[config.mk]
export PLATFORM = sky130hd
export DESIGN_NAME = ysyx_22041207_ifu_prefetch
export DESIGN_NICKNAME = d
export VERILOG_FILES = /design/src/rtl/ysyx_22041207_pkg.sv /design/src/rtl/ysyx_22041207_fetch_fifo.sv /design/src/rtl/ysyx_22041207_ifu_prefetch.sv
export SDC_FILE = /design/constraint.sdc
export NUM_CORES = 1
export LEC_CHECK = 0
export CORE_ASPECT_RATIO = 0.5
export CORE_MARGIN = 8
export CORE_UTILIZATION = 56
export DETAILED_ROUTE_END_ITERATION = 7
export PLACE_DENSITY_LB_ADDON = 0.08
export SYNTH_ARGS = -nofsm -noshare
export SYNTH_HDL_FRONTEND = slang
export SYNTH_SLANG_ARGS = --single-unit
[constraint.sdc]
create_clock -name clk -period 5.53 [get_ports clk]
set_clock_uncertainty 0.05 [all_clocks]
set_input_delay 1.106 -clock clk [delete_from_list [all_inputs] [get_ports clk]]
set_output_delay 1.106 -clock clk [all_outputs]
set_load 0.01 [all_outputs]
[src/rtl/ysyx_22041207_pkg.sv]
// Shared definitions for the ysyx_22041207 instruction-fetch slice.
package ysyx_22041207_pkg;

    localparam logic [63:0] RESET_PC_DEFAULT = 64'h8000_0000;
    localparam int unsigned INST_W           = 32;
    localparam int unsigned PC_INC           = 4;

    typedef struct packed {
        logic [63:0]       pc;
        logic [INST_W-1:0] inst;
    } fetch_entry_t;

endpackage

[src/rtl/ysyx_22041207_fetch_fifo.sv]
// Generic synchronous FIFO: push, pop, flush, occupancy count and head data.
module ysyx_22041207_fetch_fifo #(
    parameter int unsigned DEPTH = 4,
    parameter int unsigned WIDTH = 96
) (
    input  logic                   clk,
    input  logic                   rst,
    input  logic                   i_push,
    input  logic                   i_pop,
    input  logic                   i_flush,
    input  logic [WIDTH-1:0]       i_data,
    output logic [WIDTH-1:0]       o_data,
    output logic [$clog2(DEPTH):0] o_count
);

    localparam int unsigned AW = $clog2(DEPTH);
    localparam int unsigned CW = AW + 1;

    logic [WIDTH-1:0] r_mem [DEPTH];
    logic [AW-1:0]    r_head;
    logic [AW-1:0]    r_tail;
    logic [CW-1:0]    r_count;
    logic             w_push;
    logic             w_pop;

    assign w_push = i_push && !i_flush;
    assign w_pop  = i_pop && !i_flush && (r_count != '0);

    always_ff @(posedge clk) begin
        if (rst) begin
            r_head  <= '0;
            r_tail  <= '0;
            r_count <= '0;
        end else if (i_flush) begin
            r_head  <= r_tail;
            r_count <= '0;
        end else begin
            if (w_push) r_tail <= r_tail + AW'(1);
            if (w_pop)  r_head <= r_head + AW'(1);
            r_count <= r_count + CW'(w_push) - CW'(w_pop);
        end
    end

    // NOTE: storage carries no reset; the count gates every read, so stale contents are never observed.
    always_ff @(posedge clk) begin
        if (w_push) r_mem[r_tail] <= i_data;
    end

    assign o_data  = r_mem[r_head];
    assign o_count = r_count;

    assert property (@(posedge clk) disable iff (rst) !(w_push && r_count == CW'(DEPTH)));

endmodule

[src/rtl/ysyx_22041207_ifu_prefetch.sv]
// Instruction-fetch unit: credit-limited sequential prefetch into a queue, redirect flush.
module ysyx_22041207_ifu_prefetch
    import ysyx_22041207_pkg::*;
#(
    parameter int unsigned     XLEN            = 64,
    parameter logic [XLEN-1:0] RESET_PC        = XLEN'(RESET_PC_DEFAULT),
    parameter int unsigned     FQ_DEPTH        = 4,
    parameter int unsigned     MAX_OUTSTANDING = 2
) (
    input  logic            clk,
    input  logic            rst,
    input  logic            redirect_valid,
    input  logic [XLEN-1:0] redirect_pc,
    output logic            imem_req_valid,
    input  logic            imem_req_ready,
    output logic [XLEN-1:0] imem_req_addr,
    input  logic            imem_resp_valid,
    input  logic [63:0]     imem_resp_data,
    output logic            inst_valid,
    input  logic            inst_ready,
    output logic [31:0]     inst_o,
    output logic [XLEN-1:0] pc_o
);

    localparam int unsigned CW = $clog2(FQ_DEPTH) + 1;
    localparam int unsigned OW = CW + 1;
    localparam int unsigned EW = XLEN + INST_W;

    logic [XLEN-1:0] r_fetch_pc;
    logic [XLEN-1:0] r_resp_pc;
    logic [CW-1:0]   r_out;
    logic [CW-1:0]   r_drop;

    logic [XLEN-1:0] w_target;
    logic [CW-1:0]   w_count;
    logic [EW-1:0]   w_head;
    logic [OW-1:0]   w_occupancy;
    logic            w_fire;
    logic            w_resp_accept;
    logic            w_push;
    logic            w_inst_valid;
    logic [31:0]     w_resp_word;

    assign w_target = redirect_pc & ~XLEN'(3);

    // Slots already promised: queued entries plus in-flight responses that will be kept.
    assign w_occupancy = {1'b0, w_count} + {1'b0, r_out} - {1'b0, r_drop};

    assign imem_req_valid = !rst && !redirect_valid
                         && (r_out < CW'(MAX_OUTSTANDING))
                         && (w_occupancy < OW'(FQ_DEPTH));
    assign imem_req_addr  = r_fetch_pc;
    assign w_fire         = imem_req_valid && imem_req_ready;

    assign w_resp_accept = imem_resp_valid && (r_out != '0);
    assign w_push        = w_resp_accept && (r_drop == '0) && !redirect_valid;
    assign w_resp_word   = r_resp_pc[2] ? imem_resp_data[63:32] : imem_resp_data[31:0];

    // NOTE: all state below uses non-blocking assignments so every register samples pre-edge values.
    always_ff @(posedge clk) begin
        if (rst) begin
            r_fetch_pc <= RESET_PC;
            r_resp_pc  <= RESET_PC;
            r_out      <= '0;
            r_drop     <= '0;
        end else begin
            if (redirect_valid) begin
                r_fetch_pc <= w_target;
                r_resp_pc  <= w_target;
                r_drop     <= r_out - CW'(w_resp_accept);
            end else begin
                if (w_fire) r_fetch_pc <= r_fetch_pc + XLEN'(PC_INC);
                if (w_push) r_resp_pc  <= r_resp_pc + XLEN'(PC_INC);
                if (w_resp_accept && (r_drop != '0)) r_drop <= r_drop - CW'(1);
            end
            r_out <= r_out + CW'(w_fire) - CW'(w_resp_accept);
        end
    end

    ysyx_22041207_fetch_fifo #(
        .DEPTH (FQ_DEPTH),
        .WIDTH (EW)
    ) u_fifo (
        .clk     (clk),
        .rst     (rst),
        .i_push  (w_push),
        .i_pop   (w_inst_valid && inst_ready),
        .i_flush (redirect_valid),
        .i_data  ({r_resp_pc, w_resp_word}),
        .o_data  (w_head),
        .o_count (w_count)
    );

    assign w_inst_valid = (w_count != '0);
    assign inst_valid   = w_inst_valid;
    assign inst_o       = w_inst_valid ? w_head[INST_W-1:0] : '0;
    assign pc_o         = w_inst_valid ? w_head[EW-1:INST_W] : '0;

endmodule

==> impl_metrics.env, run 1 <==
export IMPL_tns_ns=0
export IMPL_final_setup_viol_count=0
export IMPL_gp_congestion=0.894
export IMPL_max_slew_worst_pin_slew_ns=1.17
export IMPL_endpoint_kind="output port"
export IMPL_slew_headroom_pct=21.1
export IMPL_cp_required_ns=4.37
export IMPL_hold_ws_ns=0.492
export IMPL_cts_buffer_depth=3
export IMPL_startpoint_type="flip-flop"
export IMPL_min_period_over_period_pct=84.8
export IMPL_post_cts_setup_buffers=0
export IMPL_synth_top_cell_area_share_pct=49.6
export IMPL_synth_top_cells_by_count="376 x edfxtp_1, 139 x dfxtp_1, 114 x nand2_1, 109 x and2_1, 94 x mux4_2"
export IMPL_synth_edf_count=376
export IMPL_io_buffers=289
export IMPL_p_leak_nw=8.90
export IMPL_cts_root_buffer="clkbuf_16"
export IMPL_core_area_sq_um=40300
export IMPL_place_ws_ns=1.34
export IMPL_fp_dieH_um=159
export IMPL_gr_total_overflow=0
export IMPL_synth_warning_count=0
export IMPL_synth_async_reset_ratio_pct=0
export IMPL_min_period_ns=4.69
export IMPL_numCtsBuffers=45
export IMPL_synth_area_leader_cell="edfxtp_1"
export IMPL_critPathMaxStageDelay_ns=0.61
export IMPL_fmax_mhz=213
export IMPL_postRouteAntennaNets=0
export IMPL_synth_top_flop_cell="edfxtp_1"
export IMPL_wl_per_cell_um=24.2
export IMPL_nets=2116
export IMPL_post_cts_resized=0
export IMPL_fin_area_sq_um=27600
export IMPL_area_growth_pct=21.2
export IMPL_cts_sinks=515
export IMPL_grt_use_total_pct=25.2
export IMPL_ys_seq_elements=515
export IMPL_stdcell_count=2532
export IMPL_final_hold_viol_count=0
export IMPL_grt_pass1_wl_um=92700
export IMPL_hpwl_um=41300
export IMPL_hp_class="flip-flop to flip-flop"
export IMPL_r2r_setup_slack_ns=1.53
export IMPL_syn_area_per_cell_sq_um=13.4
export IMPL_finalMaxSlewViolations=0
export IMPL_final_util_pct=68.5
export IMPL_worst_path_most_repeated_cell="inv_1"
export IMPL_crit_type="flip-flop to output port"
export IMPL_cp_top_family="adder cells"
export IMPL_cts_tree="done"
export IMPL_drt_initial_drc_count=1515
export IMPL_peakVddDrop_mv=0.250
export IMPL_wirelength_um=61300
export IMPL_antenna_found_initial=2
export IMPL_start_util_pct=56.5
export IMPL_power_total_mw=8.84
export IMPL_placed_cells=2453
export IMPL_maxCapViolations=0
export IMPL_cpMaxStageDelayCell="nor4_1"
export IMPL_clkLatencyLatePin_ns=0.58
export IMPL_drtPass1Iterations=5
export IMPL_avgViaCountPerCell=6.15
export IMPL_synth_cells=1695
export IMPL_critPathBufInv=3
export IMPL_clk_pin_slew_ns=0.07
export IMPL_status="finished, final reports clean"
export IMPL_grt_pass1_vias=15600
export IMPL_crit_chain="inv_1, fa_1, inv_1, ha_1, and3b_1, nor4_1, o211a_1, clkdlybuf4s50_1"
export IMPL_drc=0
export IMPL_fill_cells=2851
export IMPL_yosysMostFrequentCell="edfxtp_1"
export IMPL_vias=15600
export IMPL_ys_seq_area_share_pct=61.8
export IMPL_cts_hold_buffers=0
export IMPL_rows=52
export IMPL_netlist_area_sq_um=22800
export IMPL_cp_arrival_ns=3.53
export IMPL_placed_area_sq_um=26200
export IMPL_grt_start_max_net_pins=108
export IMPL_setup_ws_ns=0.841
export IMPL_critical_path_max_fanout=4
export IMPL_rsz0062_at_grt="no"
export IMPL_htreeDepth=2
export IMPL_antenna_cells=0
export IMPL_die_w_um=301
export IMPL_die_area_sq_um=47700
export IMPL_synth_cell_type_count=60
export IMPL_drive_above_1_share_pct=11.7
export IMPL_synth_area_leaders="edfxtp_1 50%, dfxtp_1 12%, mux4_2 9.3%"
export IMPL_p_per_area_nw_per_um2=320
export IMPL_ios=296
## worst reg2reg max path: stages, from the launching register on
cell	delay [ns]
dfxtp_1	0.35
inv_1	0.13
fa_1	0.56
inv_1	0.05
ha_1	0.29
and3b_1	0.18
nor4_1	0.61
o21a_1	0.22
inv_2	0.25
ha_1	0.39
inv_1	0.04
ha_1	0.18
fa_1	0.39
xor2_1	0.14
nor2_1	0.05
## report_power, final
part / leakage, nW / switching (mW) / internal (mW) / total (mW)
Combinational: 3.67 / 0.628 / 0.627 / 1.26
Clock: 0.652 / 1.39 / 1.60 / 3.00
Sequential: 4.58 / 0.221 / 4.37 / 4.59
## cell type report
class | instances | area (sq um) | area share [%]
flip-flops and latches | 515 | 14100 | 51.0
multi-input cells | 1043 | 8180 | 29.7
repair buffers | 314 | 3150 | 11.4
clock buffers | 59 | 1180 | 4.27
well taps | 540 | 676 | 2.45
clock inverters | 20 | 169 | 0.612
inverters | 41 | 154 | 0.558
## cells by family after synthesis
family	share of synthesized area, %
mux	11.3
compound gates	6.35
fa+ha+maj	1.34
xor+xnor	3.27
flops	61.8
other cells	0.0165
simple gates	13.5
buf+inv	2.40
## layer usage
metal  wire (um)  GRT usage, %
met2       29000          41.3
met4         892          4.48
met1       26100          35.0
met3        5250          5.44
met5          17             0
## final timing paths
check                                   start             endpoint  depth (start not counted)
worst max-delay path                 r_out[1]       imem_req_valid                          8
worst max register to register       r_out[1]             r_out[2]                         14
worst min register to register  r_resp_pc[62]  u_fifo.r_mem[3][94]                          0
worst min-delay path            r_resp_pc[62]  u_fifo.r_mem[3][94]                          0
## placed cells by master (no fill, tap or decap), types with 52 or more instances in the layout
master | synthesis | routed
a21oi_1 | 60 | 60
and2_1 | 109 | 105
clkdlybuf4s50_1 | 0 | 287
dfxtp_1 | 139 | 136
edfxtp_1 | 376 | 376
mux4_2 | 94 | 94
nand2_1 | 114 | 114
nand3_1 | 52 | 52
nand4_1 | 56 | 56
nor2_1 | 92 | 92
## flip-flops by register name (all words and copies together), names as in the netlist, named ones only
name,cells
r_resp_pc,62
u_fifo.r_head,2
r_drop,3
r_out,3
u_fifo.o_count,3
u_fifo.r_mem,376
imem_req_addr,62
u_fifo.r_tail,2
No activity file was read; power rests on OpenSTA's default activity.
==> run 2, diff against run 1 <==
- CORE_UTILIZATION: 56 -> 50
- clock period: 5.53 -> 4.25 ns (I/O delays scaled with it)
==> impl_metrics.env, run 2 (synthesis results as in run 1) <==
export IMPL_peakVddDrop_mv=0.242
export IMPL_nets=2128
export IMPL_worst_path_most_repeated_cell="inv_1"
export IMPL_grt_pass1_wl_um=92800
export IMPL_min_period_ns=3.74
export IMPL_core_area_sq_um=45100
export IMPL_hp_class="flip-flop to flip-flop"
export IMPL_grt_pass1_vias=15300
export IMPL_endpoint_kind="output port"
export IMPL_power_frac_comb_pct=13.9
export IMPL_htreeDepth=2
export IMPL_hpwl_um=41300
export IMPL_tns_ns=0
export IMPL_cts_hold_buffers=0
export IMPL_die_w_um=318
export IMPL_rows=55
export IMPL_regMostFlops="u_fifo.r_mem"
export IMPL_antenna_found_initial=1
export IMPL_ios=296
export IMPL_critPathBufInv=4
export IMPL_p_int_mw=9.02
export IMPL_crit_chain="inv_1, fa_1, inv_1, ha_1, and3b_1, nor4_2, buf_4, o211a_1, dlymetal6s2s_1"
export IMPL_max_slew_worst_pin_slew_ns=0.926
export IMPL_most_common_layout_cells="376 x edfxtp_1, 286 x clkdlybuf4s50_1, 136 x dfxtp_1"
export IMPL_status="finished, final reports clean"
export IMPL_p_sw_mw=2.97
export IMPL_seqPwrFrac_pct=49.5
export IMPL_final_common_cell="edfxtp_1"
export IMPL_critical_path_max_fanout=4
export IMPL_cts_sinks=515
export IMPL_cpMaxStageDelayCell="fa_1"
export IMPL_fp_dieH_um=167
export IMPL_largest_register_ff_count=376
export IMPL_grt_use_total_pct=22.2
export IMPL_switching_share_pct=24.8
export IMPL_crit_type="flip-flop to output port"
export IMPL_avgViaCountPerCell=5.87
export IMPL_clkLatencyLatePin_ns=0.57
export IMPL_cp_top_family="adder cells"
export IMPL_final_setup_viol_count=0
export IMPL_die_area_sq_um=53000
export IMPL_cts_buffer_depth=3
export IMPL_power_total_mw=12.0
export IMPL_fmax_mhz=267
export IMPL_gr_total_overflow=0
export IMPL_numCtsBuffers=46
export IMPL_cp_arrival_ns=2.84
export IMPL_cp_required_ns=3.35
export IMPL_wl_per_cell_um=23.2
export IMPL_grt_start_max_net_pins=67
export IMPL_final_hold_viol_count=0
export IMPL_min_period_over_period_pct=88.0
export IMPL_clk_pin_slew_ns=0.07
export IMPL_drtPass1Iterations=5
export IMPL_p_per_area_nw_per_um2=428
export IMPL_finalMaxSlewViolations=0
export IMPL_rsz0062_at_grt="no"
export IMPL_area_growth_pct=23.1
export IMPL_wirelength_um=60500
export IMPL_postRouteAntennaNets=0
export IMPL_start_util_pct=50.5
export IMPL_critPathMaxStageDelay_ns=0.55
export IMPL_drc=0
export IMPL_cts_tree="done"
export IMPL_gp_congestion=0.883
export IMPL_vias=15300
export IMPL_pwr_share_clk_pct=36.6
export IMPL_io_buffers=289
export IMPL_maxCapViolations=0
export IMPL_drt_initial_drc_count=1454
export IMPL_p_leak_nw=9.10
export IMPL_drive_above_1_share_pct=13.0
export IMPL_slew_headroom_pct=38.0
export IMPL_startpoint_type="flip-flop"
export IMPL_cts_root_buffer="clkbuf_16"
## run 2: cell count changes in the layout (fill, tap and decap cells not counted), moves of 4 or more
cell / delta
clkbuf_1: -9
buf_4: +8
bufinv_16: +6
buf_12: +4
clkinv_1: -4
clkinv_2: +4
## run 2: worst reg2reg max path, stage by stage (launching register included)
cell and delay [ns]:
dfxtp_1 0.35, inv_1 0.12, fa_1 0.55, inv_1 0.04
ha_1 0.29, and3b_1 0.19, nor4_2 0.21, buf_4 0.17
o21a_1 0.14, inv_2 0.05, ha_1 0.26, inv_1 0.04
ha_1 0.18, fa_1 0.37, xor2_1 0.16, nor2_1 0.05
## run 2: layout make-up
cell class                      count  area, sq um
Multi-Input combinational cell   1043         8190
Timing Repair Buffer              325         3290
Fill cell                        3507        17000
Sequential cell                   515        14100
Antenna cell                        1         2.50
Clock buffer                       52         1180
Tap cell                          598          748
Clock inverter                     29          384
Inverter                           41          155
## run 2: power groups by stage
| stage | registers, mW | clock network, mW | logic (mW) |
|---|---|---|---|
| floorplan | 5.95 | 0 | 1.01 |
| global placement | 6.03 | 0 | 1.66 |
| detailed placement | 6.04 | 0 | 1.68 |
| CTS | 5.93 | 4.48 | 1.69 |
| global route | 5.96 | 4.67 | 1.84 |
| finish | 5.93 | 4.39 | 1.67 |
## run 2: what timing repair did
item	CTS	global route
buffers inserted	0	0
setup endpoints to repair	0	1
gates resized for setup	0	2
## run 2: final timing paths
path	startpoint	depth (start not counted)	slack, ns	to
worst min-delay path	imem_req_addr[30]	2	0.48	imem_req_addr[30]
worst min register to register	imem_req_addr[30]	2	0.48	imem_req_addr[30]
worst max register to register	r_out[1]	15	0.87	r_out[2]
worst max-delay path	r_out[1]	9	0.51	imem_req_valid
## run 2: per-stage QoR
step                util [%]  std cells  area [sq um]  hold slack [ns]  setup slack, ns
finish                  62.2       2604         28000            0.482            0.508
global route            62.2       2604         28000            0.504            0.323
CTS                     62.2       2603         28000            0.482           0.0570
detailed placement      58.7       2522         26400            0.466            0.702
global placement        58.7       2522         26400            0.458            0.696
floorplan                  -       1698         22800            0.430            0.359
## run 2: layer usage
layer	global-route usage [%]	share of wire, %	vias to the layer above
met4	4.79	1.8	0
met3	3.92	6.8	77
li1	-	-	7029
met1	32.6	46	7652
met5	0	0	-
met2	34.5	46	531
==> run 3, diff against run 2 <==
- SYNTH_HIERARCHICAL: default -> 1
==> impl_metrics.env, run 3 <==
export IMPL_status="finished, final reports clean"
export IMPL_maxCapViolations=0
export IMPL_synth_top_flop_cell="edfxtp_1"
export IMPL_drc=0
export IMPL_placed_cells=2488
export IMPL_final_setup_viol_count=0
export IMPL_area_growth_pct=22.5
export IMPL_fmax_mhz=245
export IMPL_syn_area_per_cell_sq_um=14.0
export IMPL_fin_area_sq_um=28200
export IMPL_htreeDepth=2
export IMPL_ys_seq_area_share_pct=62.1
export IMPL_final_common_cell="edfxtp_1"
export IMPL_nets=2096
export IMPL_start_util_pct=50.8
export IMPL_synth_top_cells_by_count="384 x edfxtp_1, 139 x dfxtp_1, 119 x and2_1, 96 x mux4_2, 90 x nand2_1"
export IMPL_cp_required_ns=3.35
export IMPL_synth_cell_type_count=70
export IMPL_numCtsBuffers=47
export IMPL_hpwl_um=42400
export IMPL_cts_root_buffer="clkbuf_16"
export IMPL_gr_total_overflow=0
export IMPL_min_period_ns=4.09
export IMPL_largest_register_ff_count=384
export IMPL_cts_hold_buffers=0
export IMPL_switching_share_pct=24.2
export IMPL_wl_per_cell_um=24.2
export IMPL_startpoint_type="flip-flop"
export IMPL_stdcell_count=2578
export IMPL_placed_area_sq_um=26700
export IMPL_die_w_um=320
export IMPL_rows=55
export IMPL_clkLatencyLatePin_ns=0.57
export IMPL_slew_headroom_pct=12.7
export IMPL_min_period_over_period_pct=96.2
export IMPL_cp_arrival_ns=3.19
export IMPL_grt_pass1_vias=15300
export IMPL_grt_pass1_wl_um=93800
export IMPL_grt_start_max_net_pins=128
export IMPL_fp_dieH_um=168
export IMPL_final_hold_viol_count=0
export IMPL_max_slew_worst_pin_slew_ns=1.31
export IMPL_pwr_share_clk_pct=37.2
export IMPL_peakVddDrop_mv=0.267
export IMPL_seqPwrFrac_pct=51.4
export IMPL_netlist_area_sq_um=23000
export IMPL_p_sw_mw=2.78
export IMPL_avgViaCountPerCell=5.91
export IMPL_antenna_found_initial=3
export IMPL_die_area_sq_um=53600
export IMPL_drt_initial_drc_count=1462
export IMPL_hp_class="flip-flop to flip-flop"
export IMPL_tns_ns=0
export IMPL_p_int_mw=8.73
export IMPL_critical_path_max_fanout=4
export IMPL_yosysMostFrequentCell="edfxtp_1"
export IMPL_rsz0062_at_grt="no"
export IMPL_critPathMaxStageDelay_ns=0.55
export IMPL_core_area_sq_um=45300
export IMPL_crit_type="flip-flop to output port"
export IMPL_grt_use_total_pct=22.4
export IMPL_p_per_area_nw_per_um2=408
export IMPL_regMostFlops="u_fifo/r_mem"
export IMPL_hold_ws_ns=0.485
export IMPL_power_frac_comb_pct=11.5
export IMPL_clk_pin_slew_ns=0.07
export IMPL_gp_congestion=0.894
export IMPL_crit_chain="inv_1, fa_1, inv_1, ha_1, and3b_1, or3_1, a221oi_4, dlygate4sd2_1"
export IMPL_ios=296
export IMPL_wirelength_um=62300
export IMPL_synth_edf_count=384
export IMPL_postRouteAntennaNets=0
export IMPL_vias=15200
export IMPL_cts_buffer_depth=3
export IMPL_ys_seq_elements=523
export IMPL_worst_path_most_repeated_cell="inv_1"
export IMPL_cpMaxStageDelayCell="fa_1"
export IMPL_synth_warning_count=6
export IMPL_drtPass1Iterations=5
export IMPL_cts_sinks=523
export IMPL_synth_cells=1651
export IMPL_io_buffers=291
export IMPL_synth_async_reset_ratio_pct=0
export IMPL_p_leak_nw=9.08
export IMPL_finalMaxSlewViolations=0
export IMPL_synth_top_cell_area_share_pct=50.0
export IMPL_synth_area_leader_cell="edfxtp_1"
export IMPL_synth_area_leaders="edfxtp_1 50%, dfxtp_1 12%, mux4_2 9.4%"
export IMPL_drive_above_1_share_pct=12.8
export IMPL_endpoint_kind="output port"
export IMPL_most_common_layout_cells="384 x edfxtp_1, 288 x clkdlybuf4s50_1, 136 x dfxtp_1"
export IMPL_cts_tree="done"
## run 3: cell types whose count changed after synthesis, moves of 18 or more
cell and delta:
buf_2 +18, a211oi_1 -21, a21boi_0 +21, nand2_1 -24
xnor2_1 +20, o21a_1 +23, a21oi_1 -29
## run 3: kinds of logic (layout without fill, tap and decap cells)
family,count (synthesis),count (layout),synth area share (%)
mux,135,135,11.2
buf+inv,136,453,2.65
other cells,1,13,0.0163
compound gates,218,218,6.65
flops,523,523,62.1
fa+ha+maj,22,22,1.32
simple gates,527,527,12.6
xor+xnor,89,89,3.38
## run 3: layer usage
metal	GRT usage [%]	up-vias	routed length, um
li1	-	6913	-
met4	5.55	0	1350
met2	36.2	553	29300
met3	3.88	94	4030
met5	0	-	0
met1	31.7	7687	27700
## run 3: final timing paths
check	start	end	slack, ns	cells past startpoint
hold / removal	imem_req_addr[16]	imem_req_addr[16]	0.49	2
hold reg to reg	imem_req_addr[16]	imem_req_addr[16]	0.49	2
setup / recovery	r_out[1]	imem_req_valid	0.16	8
setup reg to reg	r_out[1]	r_out[2]	0.26	17
## run 3: critical path: cells and delay by family (launching register included)
kind                       cells  cell delay [ns]
AOI/OAI and AO/OA              1             0.35
and+or+nand+nor                2             0.53
buffers and inverters          3             0.50
DFF                            1             0.40
adders and majority gates      2             0.84
## run 3: final cells by class
type / count / area (sq um)
clock inverter: 29 / 292
antenna: 3 / 7.51
multi-input combinational: 1001 / 8170
inverter: 42 / 159
fill: 3480 / 17100
timing repair buffer: 325 / 3290
clock buffer: 57 / 1230
sequential: 523 / 14300
tap: 598 / 748
## run 3: what timing repair did
item | CTS | global route
setup endpoints to repair | 1 | 1
gates resized for setup | 1 | 0
setup buffers | 1 | 0
pin swaps | 1 | 1
## run 3: metrics by stage
stage               total power, mW  setup WS [ns]  utilization (%)
floorplan                      6.75          0.326                -
global placement               7.28          0.380             58.8
detailed placement             7.33          0.346             58.8
CTS                            11.6          0.127             62.2
global route                   11.9         0.0226             62.2
finish                         11.5          0.163             62.2
## run 3: power groups by stage
stage | Clock (mW) | Sequential, mW | Combinational [mW]
2_1_floorplan | 0 | 5.95 | 0.805
3_3_place_gp | 0 | 6.00 | 1.28
3_5_place_dp | 0 | 6.02 | 1.32
4_1_cts | 4.35 | 5.90 | 1.33
5_1_grt | 4.56 | 5.93 | 1.44
6_report | 4.28 | 5.91 | 1.32
